==> config.mk <==
export PLATFORM = sky130hd
export DESIGN_NAME = mem_router
export DESIGN_NICKNAME = d
export VERILOG_FILES = /design/src/rtl/mem_router_pkg.sv /design/src/rtl/mem_router_addr_decoder.sv /design/src/rtl/mem_router.sv
export SDC_FILE = /design/constraint.sdc
export NUM_CORES = 1
export LEC_CHECK = 0
export CAP_MARGIN = 25
export CORE_AREA = 2 2 159 161
export CTS_CLUSTER_DIAMETER = 100
export DETAILED_ROUTE_END_ITERATION = 6
export DIE_AREA = 0 0 161 163
export PLACE_DENSITY = 0.66
export SYNTH_ARGS = -nofsm -noshare
export SYNTH_HDL_FRONTEND = slang
export SYNTH_SLANG_ARGS = --single-unit
==> constraint.sdc <==
create_clock -name clk_i -period 2.6 [get_ports clk_i]
set_clock_uncertainty 0.05 [all_clocks]
set_input_delay 0.52 -clock clk_i [delete_from_list [all_inputs] [get_ports clk_i]]
set_output_delay 0.52 -clock clk_i [all_outputs]
set_load 0.03 [all_outputs]
==> src/rtl/mem_router_pkg.sv <==
// mem_router_pkg: shared FSM state type, control register layout and response codes. Rev 1.0
`default_nettype none

package mem_router_pkg;

  typedef enum logic [1:0] {
    IDLE     = 2'd0,
    SLV_REQ  = 2'd1,
    SLV_WAIT = 2'd2,
    RESP     = 2'd3
  } state_t;

  localparam int CTRL_BOOT_BIT = 0;

  localparam logic [1:0] ERR_NONE    = 2'd0;
  localparam logic [1:0] ERR_DECODE  = 2'd1;
  localparam logic [1:0] ERR_TIMEOUT = 2'd2;

endpackage

`default_nettype wire

==> src/rtl/mem_router_addr_decoder.sv <==
// mem_router_addr_decoder: base/mask region decode, lowest slave index wins, control register first. Rev 1.0
`default_nettype none

module mem_router_addr_decoder #(
  parameter int                          NUM_SLAVES = 4,
  parameter int                          ADDR_W     = 32,
  parameter logic [NUM_SLAVES*ADDR_W-1:0] SLV_BASE  = '0,
  parameter logic [NUM_SLAVES*ADDR_W-1:0] SLV_MASK  = '0,
  parameter logic [ADDR_W-1:0]           CTRL_ADDR  = '1
) (
  input  logic [ADDR_W-1:0]     addr,
  output logic [NUM_SLAVES-1:0] hit,
  output logic                  ctrl_hit,
  output logic                  miss
);

  logic [NUM_SLAVES-1:0] raw_hit;
  logic                  found;

  for (genvar k = 0; k < NUM_SLAVES; k++) begin : g_region
    assign raw_hit[k] = (addr & SLV_MASK[k*ADDR_W +: ADDR_W]) == SLV_BASE[k*ADDR_W +: ADDR_W];
  end

  assign ctrl_hit = (addr == CTRL_ADDR);
  assign miss     = !ctrl_hit && (raw_hit == '0);

  always_comb begin
    hit   = '0;
    found = ctrl_hit;
    for (int k = 0; k < NUM_SLAVES; k++) begin
      if (raw_hit[k] && !found) begin
        hit[k] = 1'b1;
        found  = 1'b1;
      end
    end
  end

endmodule

`default_nettype wire

==> src/rtl/mem_router.sv <==
// mem_router: single-outstanding data-side router with watchdog, plus boot-register ROM/I$ select. Rev 1.0
`default_nettype none

module mem_router
  import mem_router_pkg::*;
#(
  parameter int                           NUM_SLAVES  = 4,
  parameter int                           ADDR_W      = 32,
  parameter int                           DATA_W      = 32,
  parameter logic [NUM_SLAVES*ADDR_W-1:0] SLV_BASE    = {32'h8000_0000, 32'h2000_0000,
                                                         32'h1000_0000, 32'h0000_0000},
  parameter logic [NUM_SLAVES*ADDR_W-1:0] SLV_MASK    = {4{32'hF000_0000}},
  parameter logic [ADDR_W-1:0]            CTRL_ADDR   = 32'hFFFF_FFF0,
  parameter int                           TIMEOUT_CYC = 255
) (
  input  logic                         clk_i,
  input  logic                         rst_ni,
  input  logic                         core_req_i,
  input  logic                         core_we_i,
  input  logic [DATA_W/8-1:0]          core_be_i,
  input  logic [ADDR_W-1:0]            core_addr_i,
  input  logic [DATA_W-1:0]            core_wdata_i,
  output logic                         core_gnt_o,
  output logic                         core_rvalid_o,
  output logic [DATA_W-1:0]            core_rdata_o,
  output logic                         core_err_o,
  output logic [NUM_SLAVES-1:0]        slv_req_o,
  output logic                         slv_we_o,
  output logic [DATA_W/8-1:0]          slv_be_o,
  output logic [ADDR_W-1:0]            slv_addr_o,
  output logic [DATA_W-1:0]            slv_wdata_o,
  input  logic [NUM_SLAVES-1:0]        slv_gnt_i,
  input  logic [NUM_SLAVES-1:0]        slv_rvalid_i,
  input  logic [NUM_SLAVES*DATA_W-1:0] slv_rdata_i,
  input  logic [31:0]                  rom_data_i,
  input  logic [31:0]                  icache_data_i,
  output logic [31:0]                  instr_data_o,
  output logic                         boot_sel_o
);

  localparam int CNT_W = ($clog2(TIMEOUT_CYC + 1) > 8) ? $clog2(TIMEOUT_CYC + 1) : 8;

  state_t                state, next_state;
  logic [NUM_SLAVES-1:0] dec_hit, sel;
  logic                  dec_ctrl, dec_miss, bad_req;
  logic [CNT_W-1:0]      cnt, cnt_nxt;
  logic                  timeout, sel_gnt, sel_rvalid, slv_done;
  logic                  boot_sel;
  logic [DATA_W-1:0]     rdata, slv_rdata;
  logic [1:0]            err_code;

  mem_router_addr_decoder #(
    .NUM_SLAVES (NUM_SLAVES),
    .ADDR_W     (ADDR_W),
    .SLV_BASE   (SLV_BASE),
    .SLV_MASK   (SLV_MASK),
    .CTRL_ADDR  (CTRL_ADDR)
  ) u_dec (
    .addr     (core_addr_i),
    .hit      (dec_hit),
    .ctrl_hit (dec_ctrl),
    .miss     (dec_miss)
  );

  assign bad_req    = dec_miss || (core_addr_i[1:0] != 2'b00) || (core_be_i == '0);
  assign cnt_nxt    = cnt + CNT_W'(1);
  assign timeout    = (cnt_nxt == CNT_W'(TIMEOUT_CYC));
  assign sel_gnt    = |(slv_gnt_i & sel);
  assign sel_rvalid = |(slv_rvalid_i & sel);
  // A response counts in SLV_REQ only when it comes together with the grant.
  assign slv_done   = sel_rvalid && ((state == SLV_WAIT) || sel_gnt);

  always_comb begin
    slv_rdata = '0;
    for (int k = 0; k < NUM_SLAVES; k++) begin
      if (sel[k]) slv_rdata = slv_rdata | slv_rdata_i[k*DATA_W +: DATA_W];
    end
  end

  always_comb begin
    next_state    = state;
    core_gnt_o    = 1'b0;
    core_rvalid_o = 1'b0;
    core_rdata_o  = '0;
    core_err_o    = 1'b0;
    slv_req_o     = '0;
    case (state)
      IDLE: begin
        core_gnt_o = core_req_i;
        if (core_req_i) next_state = (bad_req || dec_ctrl) ? RESP : SLV_REQ;
      end
      SLV_REQ: begin
        slv_req_o = sel;
        if (slv_done || timeout) next_state = RESP;
        else if (sel_gnt)        next_state = SLV_WAIT;
      end
      SLV_WAIT: begin
        if (slv_done || timeout) next_state = RESP;
      end
      RESP: begin
        core_rvalid_o = 1'b1;
        core_rdata_o  = rdata;
        core_err_o    = (err_code != ERR_NONE);
        next_state    = IDLE;
      end
      default: next_state = IDLE;
    endcase
  end

  always_ff @(posedge clk_i or negedge rst_ni) begin
    if (!rst_ni) begin
      state       <= IDLE;
      sel         <= '0;
      cnt         <= '0;
      boot_sel    <= 1'b1;
      rdata       <= '0;
      err_code    <= ERR_NONE;
      slv_we_o    <= 1'b0;
      slv_be_o    <= '0;
      slv_addr_o  <= '0;
      slv_wdata_o <= '0;
    end else begin
      state <= next_state;
      case (state)
        IDLE: begin
          if (core_req_i) begin
            slv_we_o    <= core_we_i;
            slv_be_o    <= core_be_i;
            slv_addr_o  <= core_addr_i;
            slv_wdata_o <= core_wdata_i;
            sel         <= bad_req ? '0 : dec_hit;
            cnt         <= '0;
            rdata       <= '0;
            err_code    <= bad_req ? ERR_DECODE : ERR_NONE;
            if (!bad_req && dec_ctrl) begin
              if (!core_we_i) rdata <= DATA_W'(boot_sel);
              else if (core_be_i[CTRL_BOOT_BIT/8]) boot_sel <= core_wdata_i[CTRL_BOOT_BIT];
            end
          end
        end
        SLV_REQ, SLV_WAIT: begin
          cnt <= cnt_nxt;
          if (slv_done) begin
            rdata    <= slv_we_o ? '0 : slv_rdata;
            err_code <= ERR_NONE;
          end else if (timeout) begin
            rdata    <= '0;
            err_code <= ERR_TIMEOUT;
          end
        end
        default: ;
      endcase
    end
  end

  assign boot_sel_o   = boot_sel;
  assign instr_data_o = boot_sel ? rom_data_i : icache_data_i;

endmodule

`default_nettype wire

==> results of run 1 <==
-- synthesized netlist by cell type --
| master | instances | area, µm² |
|---|---|---|
| inv_1 | 10 | 37.5 |
| or4_1 | 2 | 15.0 |
| buf_6 | 3 | 33.8 |
| a21oi_4 | 1 | 16.3 |
| a31oi_1 | 5 | 31.3 |
| mux2_1 | 28 | 315 |
| o41a_1 | 1 | 11.3 |
| buf_4 | 1 | 7.51 |
| o21a_1 | 2 | 15.0 |
| a32o_1 | 2 | 20.0 |
| a21oi_1 | 34 | 170 |
| ha_1 | 6 | 75.1 |
| nor2b_1 | 4 | 25.0 |
| clkbuf_1 | 32 | 120 |
| nor4_1 | 4 | 25.0 |
| nor3_1 | 3 | 15.0 |
| xnor2_1 | 1 | 8.76 |
| mux2_2 | 103 | 1160 |
| nand2_1 | 24 | 90.1 |
| a21o_1 | 1 | 7.51 |
| maj3_1 | 1 | 10.0 |
| nor2_1 | 11 | 41.3 |
| inv_2 | 1 | 3.75 |
| nand3_1 | 4 | 20.0 |
| or3b_2 | 1 | 8.76 |
| xor2_1 | 1 | 8.76 |
| a22oi_1 | 71 | 533 |
| dfstp_2 | 1 | 26.3 |
| o22ai_1 | 3 | 18.8 |
| buf_1 | 7 | 26.3 |
| o221ai_1 | 1 | 8.76 |
| o21bai_1 | 1 | 7.51 |
| and2_1 | 37 | 231 |
| nor3b_1 | 2 | 15.0 |
| mux2i_1 | 4 | 40.0 |
| and4_1 | 1 | 8.76 |
| nand4_1 | 8 | 50.1 |
| and3_1 | 2 | 12.5 |
| o21ai_0 | 13 | 65.1 |
| o41ai_1 | 4 | 35.0 |
| dfrtp_1 | 117 | 2930 |
| nand2b_1 | 3 | 18.8 |
-- worst max-delay path by stage --
stage	start	endpoint	slack, ns	depth (start not counted)
5_1_grt	cnt[0]	rdata[12]	-0.03	9
6_report	cnt[0]	rdata[17]	0.06	9
2_1_floorplan	cnt[0]	rdata[10]	0.13	8
3_5_place_dp	slv_gnt_i[2]	rdata[13]	-0.07	7
4_1_cts	cnt[0]	rdata[26]	0.02	8
3_3_place_gp	slv_gnt_i[2]	rdata[24]	-0.007	7
-- flip-flops by register name, indices dropped and copies added (netlist names) --
signal,cells
slv_we_o,1
slv_wdata_o,32
slv_addr_o,32
rdata,32
cnt,8
err_code,2
state,2
boot_sel_o,1
slv_be_o,4
sel,4
-- report_power, final --
| group | internal [mW] | switching [mW] |
|---|---|---|
| Sequential | 2.46 | 0.366 |
| Combinational | 2.70 | 2.80 |
| Clock | 1.46 | 1.02 |
| Total | 6.61 | 4.18 |
-- cells by family after synthesis --
family,synth area share
AOI/OAI and AO/OA,0.149
xor gates and xnor gates,0.00277
adders and majority gates,0.0135
buffers and inverters,0.0362
DFF,0.468
muxes,0.240
and+or+nand+nor,0.0913
-- per-stage QoR --
stage	setup slack, ns	util	area, µm²
6_report	0.0616	0.473	11700
5_1_grt	-0.0259	0.473	11700
2_1_floorplan	0.133	-	6320
4_1_cts	0.0160	0.468	11500
3_3_place_gp	-0.00654	0.444	11000
3_5_place_dp	-0.0656	0.444	11000
-- metal layers --
layer | wire length (µm) | GRT usage | vias to the layer above
met5 | 0 | 0 | -
met4 | 295 | 0.0455 | 0
met3 | 2270 | 0.0642 | 19
met2 | 12400 | 0.317 | 278
met1 | 10300 | 0.225 | 3051
li1 | - | - | 2940
-- cell type report --
type                    instances  area (µm²)  area share
inverters                      11        41.3     0.00354
well taps                     330         413      0.0354
repair buffers                457        4490       0.384
multi-input cells             389        3180       0.272
clock buffers                  17         425      0.0364
flip-flops and latches        118        2960       0.253
clock inverters                15         179      0.0153
-- critical path, delay by kind of cell, from the launching register on --
kind / cells / cell delay, ns
flops: 1 / 0.37
fa+ha+maj: 1 / 0.22
compound gates: 2 / 0.68
buf+inv: 2 / 0.30
mux: 1 / 0.32
xor+xnor: 1 / 0.21
simple gates: 2 / 0.27
-- what timing repair did --
item                       4_1_cts  5_1_grt
hold endpoints to repair        24        0
hold buffers                     1        0
setup endpoints to repair       26       31
buffers inserted                 0        2
gates cloned                     0        3
pin swaps                        0        3
resized for setup               26       10
==> impl_metrics.yaml, run 1 <==
cts:
  clk_path_buf_depth: 2
  clk_latency_ns: 0.41
  clkSlewWorstSetupHoldPaths_ns: 0.06
  cts_tree: "yes"
  htreeDepth: 4
  clock_sinks: 118
  cts_root_buf: "clkbuf_16"
  numCtsBuffers: 17
drt:
  via_per_inst: 4.70
  drtIter0Drc: 217
  wire_per_inst_um: 18.9
  ant_nets: 0
  drc: 0
  finalWirelength_um: 25300
  first_pass_iters: 4
  vias: 6288
die:
  io_pins: 413
  start_util: 0.256
  die_x_um: 161
  num_rows: 58
  core_area_um2: 24700
  die_height_um: 163
  dieArea_um2: 26200
global_route:
  grt_usage: 0.186
  grt_pass1_wl_um: 37600
  grt_start_max_net_pins: 55
  grt_pass1_vias: 6606
  grt_remaining_overflow: 0
  antenna_found_initial: 0
pwr:
  power.total_mw: 10.8
  ir_drop_mv: 0.628
  leakage_nw: 4.81
  powerDensity_nw_per_um2: 924
layout:
  area_growth_pct: 84.9
  final_cells: 1337
  layout_common_cells: "clkdlybuf4s50_1 (340), dfrtp_1 (116), mux2_2 (103)"
  drive_above_1_share: 0.237
  nNetsFinal: 1272
  fillCellCount: 2335
  layout_commonest_cell: "clkdlybuf4s50_1"
  diodes: 0
timing:
  setup_viol: 0
  post-route-period-util: 0.976
  slew_headroom: 0.674
  achievable-frequency_ghz: 0.394
  holdWs_ns: 0.430
  worstMarginPinSlew_ns: 0.483
  fin_setup_tns_ns: 0
  post-route-min-period_ns: 2.54
  hold_viol_final: 0
  slew_viol_final: 0
synthesis:
  ys_seq_elements: 118
  synth_nets: 839
  yosysWarnings: 0
  synth.cell_area_um2: 6320
  avgSynthCellArea_um2: 11.3
  synth_cell_types: 42
  ys_seq_area_frac: 0.468
  syn_inst: 561
worst_setup_path:
  r2r_setup_slack_ns: 0.06
  worst-path-max-fanout: 5
  required_ns: 2.84
  crit_arrival_ns: 2.78
  path_cells: "ha_2 > nand3_1 > xnor2_2 > nand2_1 > o41a_1 > a21oi_4 > buf_12 > clkbuf_16 > mux2_1"
  worst_r2r_endpoint: "rdata[17]"
  r2r-start: "cnt[0]"
  ff2ff_path_depth: 9
  crit_path_start_kind: "flip-flop"
  cpMaxStageDelayCell: "o41a_1"
  cp_slowest_stage_delay_ns: 0.47
  worst_setup_path_end_kind: "flip-flop"
  path_class: "reg2reg"
run_status:
  status: "finished, final reports clean"
worst_hold_path:
  min_path_cells: 1
  worstHoldEndpoint: "rdata[8]"
  hold_path.startpoint: "rdata[8]"
  min_path_type: "reg2reg"
placed_design:
  dp_hpwl_um: 19300
  numPortBuffers: 412
  placedCellCount: 1299
  routabilityCongestion: 0.828
run:
  maxCapViolCount: 0
Power figures use the tool's default switching activity.
==> run 2: changes to the inputs <==
--- a/config.mk
+++ b/config.mk
@@ -7,7 +7,6 @@
 export LEC_CHECK = 0
 export CAP_MARGIN = 25
 export CORE_AREA = 2 2 159 161
-export CTS_CLUSTER_DIAMETER = 100
 export DETAILED_ROUTE_END_ITERATION = 6
 export DIE_AREA = 0 0 161 163
 export PLACE_DENSITY = 0.66
==> results of run 2 <==
No change in the layout: final DEF, timing and power equal those of run 1.
==> run 3: changes to the inputs <==
==> constraint.sdc (replaced) <==
create_clock -name clk_i -period 2.25 [get_ports clk_i]
set_clock_uncertainty 0.05 [all_clocks]
set_input_delay 0.45 -clock clk_i [delete_from_list [all_inputs] [get_ports clk_i]]
set_output_delay 0.45 -clock clk_i [all_outputs]
set_load 0.03 [all_outputs]
==> impl_metrics.yaml, run 3 (synthesis gave the netlist of run 1 again) <==
die:
  die_height_um: 163
  core_area_um2: 24700
  num_rows: 58
  start_util: 0.256
  die_x_um: 161
  io_pins: 413
  dieArea_um2: 26200
worst_setup_path:
  crit_path_start_kind: "flip-flop"
  path_class: "reg2reg"
  crit_arrival_ns: 2.65
  required_ns: 2.49
  worst_setup_path_end_kind: "flip-flop"
  worst-path-max-fanout: 6
  cpMaxStageDelayCell: "dfrtp_1"
  path_cells: "ha_4 > nand2b_4 > o21bai_1 > a21oi_2 > o41a_1 > a21oi_4 > buf_12 > clkbuf_16 > mux2_4"
  cp_top_family: "compound AO/OA/AOI/OAI gates"
  cp_slowest_stage_delay_ns: 0.43
  cp_num_buf_inv: 2
drt:
  wire_per_inst_um: 20.2
  finalWirelength_um: 27700
  via_per_inst: 4.73
  ant_nets: 0
  drc: 0
  first_pass_iters: 4
  drtIter0Drc: 269
  vias: 6495
global_route:
  grt_pass1_vias: 7019
  grt_start_max_net_pins: 52
  grt_pass1_wl_um: 40900
  antenna_found_initial: 2
  grt_usage: 0.205
  grt_remaining_overflow: 0
timing:
  achievable-frequency_ghz: 0.415
  fin_setup_tns_ns: -4.73
  setup_viol: 39
  worstMarginPinSlew_ns: 0.455
  rsz0062_at_grt: "true"
  fin_ws_ns: -0.161
  post-route-period-util: 1.07
  slew_viol_final: 0
  hold_viol_final: 0
  slew_headroom: 0.694
  post-route-min-period_ns: 2.41
run_status:
  violations: "setup timing"
  status: "finished, violations left"
layout:
  regArea_um2: 2960
  layout_common_cells: "clkdlybuf4s50_1 (339), dfrtp_1 (115), buf_4 (88)"
  nNetsFinal: 1306
  final_util: 0.507
  layout_commonest_cell: "clkdlybuf4s50_1"
  final_cells: 1374
  multi_input_area_um2: 3450
  area_growth_pct: 98.0
  fillCellCount: 2235
  reg_top3: "rdata (32), slv_addr_o (32), slv_wdata_o (32)"
  drive_above_1_share: 0.321
pwr:
  leakage_nw: 5.19
  ir_drop_mv: 0.730
  powerDensity_nw_per_um2: 1050
  power.total_mw: 13.2
run:
  maxCapViolCount: 0
placed_design:
  placedCellCount: 1317
  dp_hpwl_um: 20900
  numPortBuffers: 412
  routabilityCongestion: 0.829
cts:
  clkSlewWorstSetupHoldPaths_ns: 0.06
  clk_path_buf_depth: 2
  clock_sinks: 118
  clk_latency_ns: 0.41
  htreeDepth: 4
  cts_tree: "yes"
  cts_root_buf: "clkbuf_16"
  numCtsBuffers: 17
worst_hold_path:
  min_path_type: "reg2reg"
==> run 3: through the flow <==
stage	hold WS, ns	instance area [µm²]	setup WS [ns]
3_3_place_gp	0.367	11200	-0.319
5_1_grt	0.468	12500	-0.220
3_5_place_dp	0.366	11200	-0.316
4_1_cts	0.448	12400	-0.173
2_1_floorplan	0.104	6410	-0.0807
6_report	0.449	12500	-0.161
==> run 3: final cells by class <==
class	instances	share of cell area
Clock inverter	15	0.0163
Sequential cell	118	0.236
Multi-Input combinational cell	389	0.276
Clock buffer	17	0.0340
Inverter	11	0.00350
Tap cell	330	0.0330
Timing Repair Buffer	491	0.401
Antenna cell	3	0.000600
==> run 3: worst paths after layout <==
check | from | end | slack, ns | cells past startpoint
min in group asynchronous | rst_ni | rdata[24] | 0.49 | 2
min | slv_addr_o[28] | slv_addr_o[28] | 0.45 | 2
max | cnt[1] | rdata[12] | -0.16 | 9
max in group asynchronous | rst_ni | boot_sel_o | 1.00 | 3
max reg2reg | cnt[1] | rdata[12] | -0.16 | 9
min reg2reg | slv_addr_o[28] | slv_addr_o[28] | 0.45 | 2
==> run 3: routing by layer <==
metal / track usage / share of wire / wire (µm) / up-vias
met2: 0.369 / 0.51 / 14100 / 292
li1: - / - / - / 3023
met3: 0.0642 / 0.076 / 2100 / 32
met5: 0 / 0 / 0 / -
met4: 0.0556 / 0.023 / 634 / 0
met1: 0.235 / 0.39 / 10900 / 3148
==> run 3: tightest hold or removal path: cells and delay by family, from the launching register on <==
| kind | cells | cell delay [ns] |
|---|---|---|
| simple gates | 1 | 0.05 |
| flops | 1 | 0.35 |
| compound gates | 1 | 0.06 |
==> run 3: power by group <==
group          switching, mW  internal [mW]
logic                   3.42           3.48
registers              0.436           2.85
clock network           1.18           1.80
==> run 3: what timing repair did <==
item,in CTS,in global routing
hold buffers,1,0
setup buffers,14,4
endpoints found under the setup margin,73,67
gates cloned,4,1
hold endpoints to repair,22,0
gates resized for setup,171,39
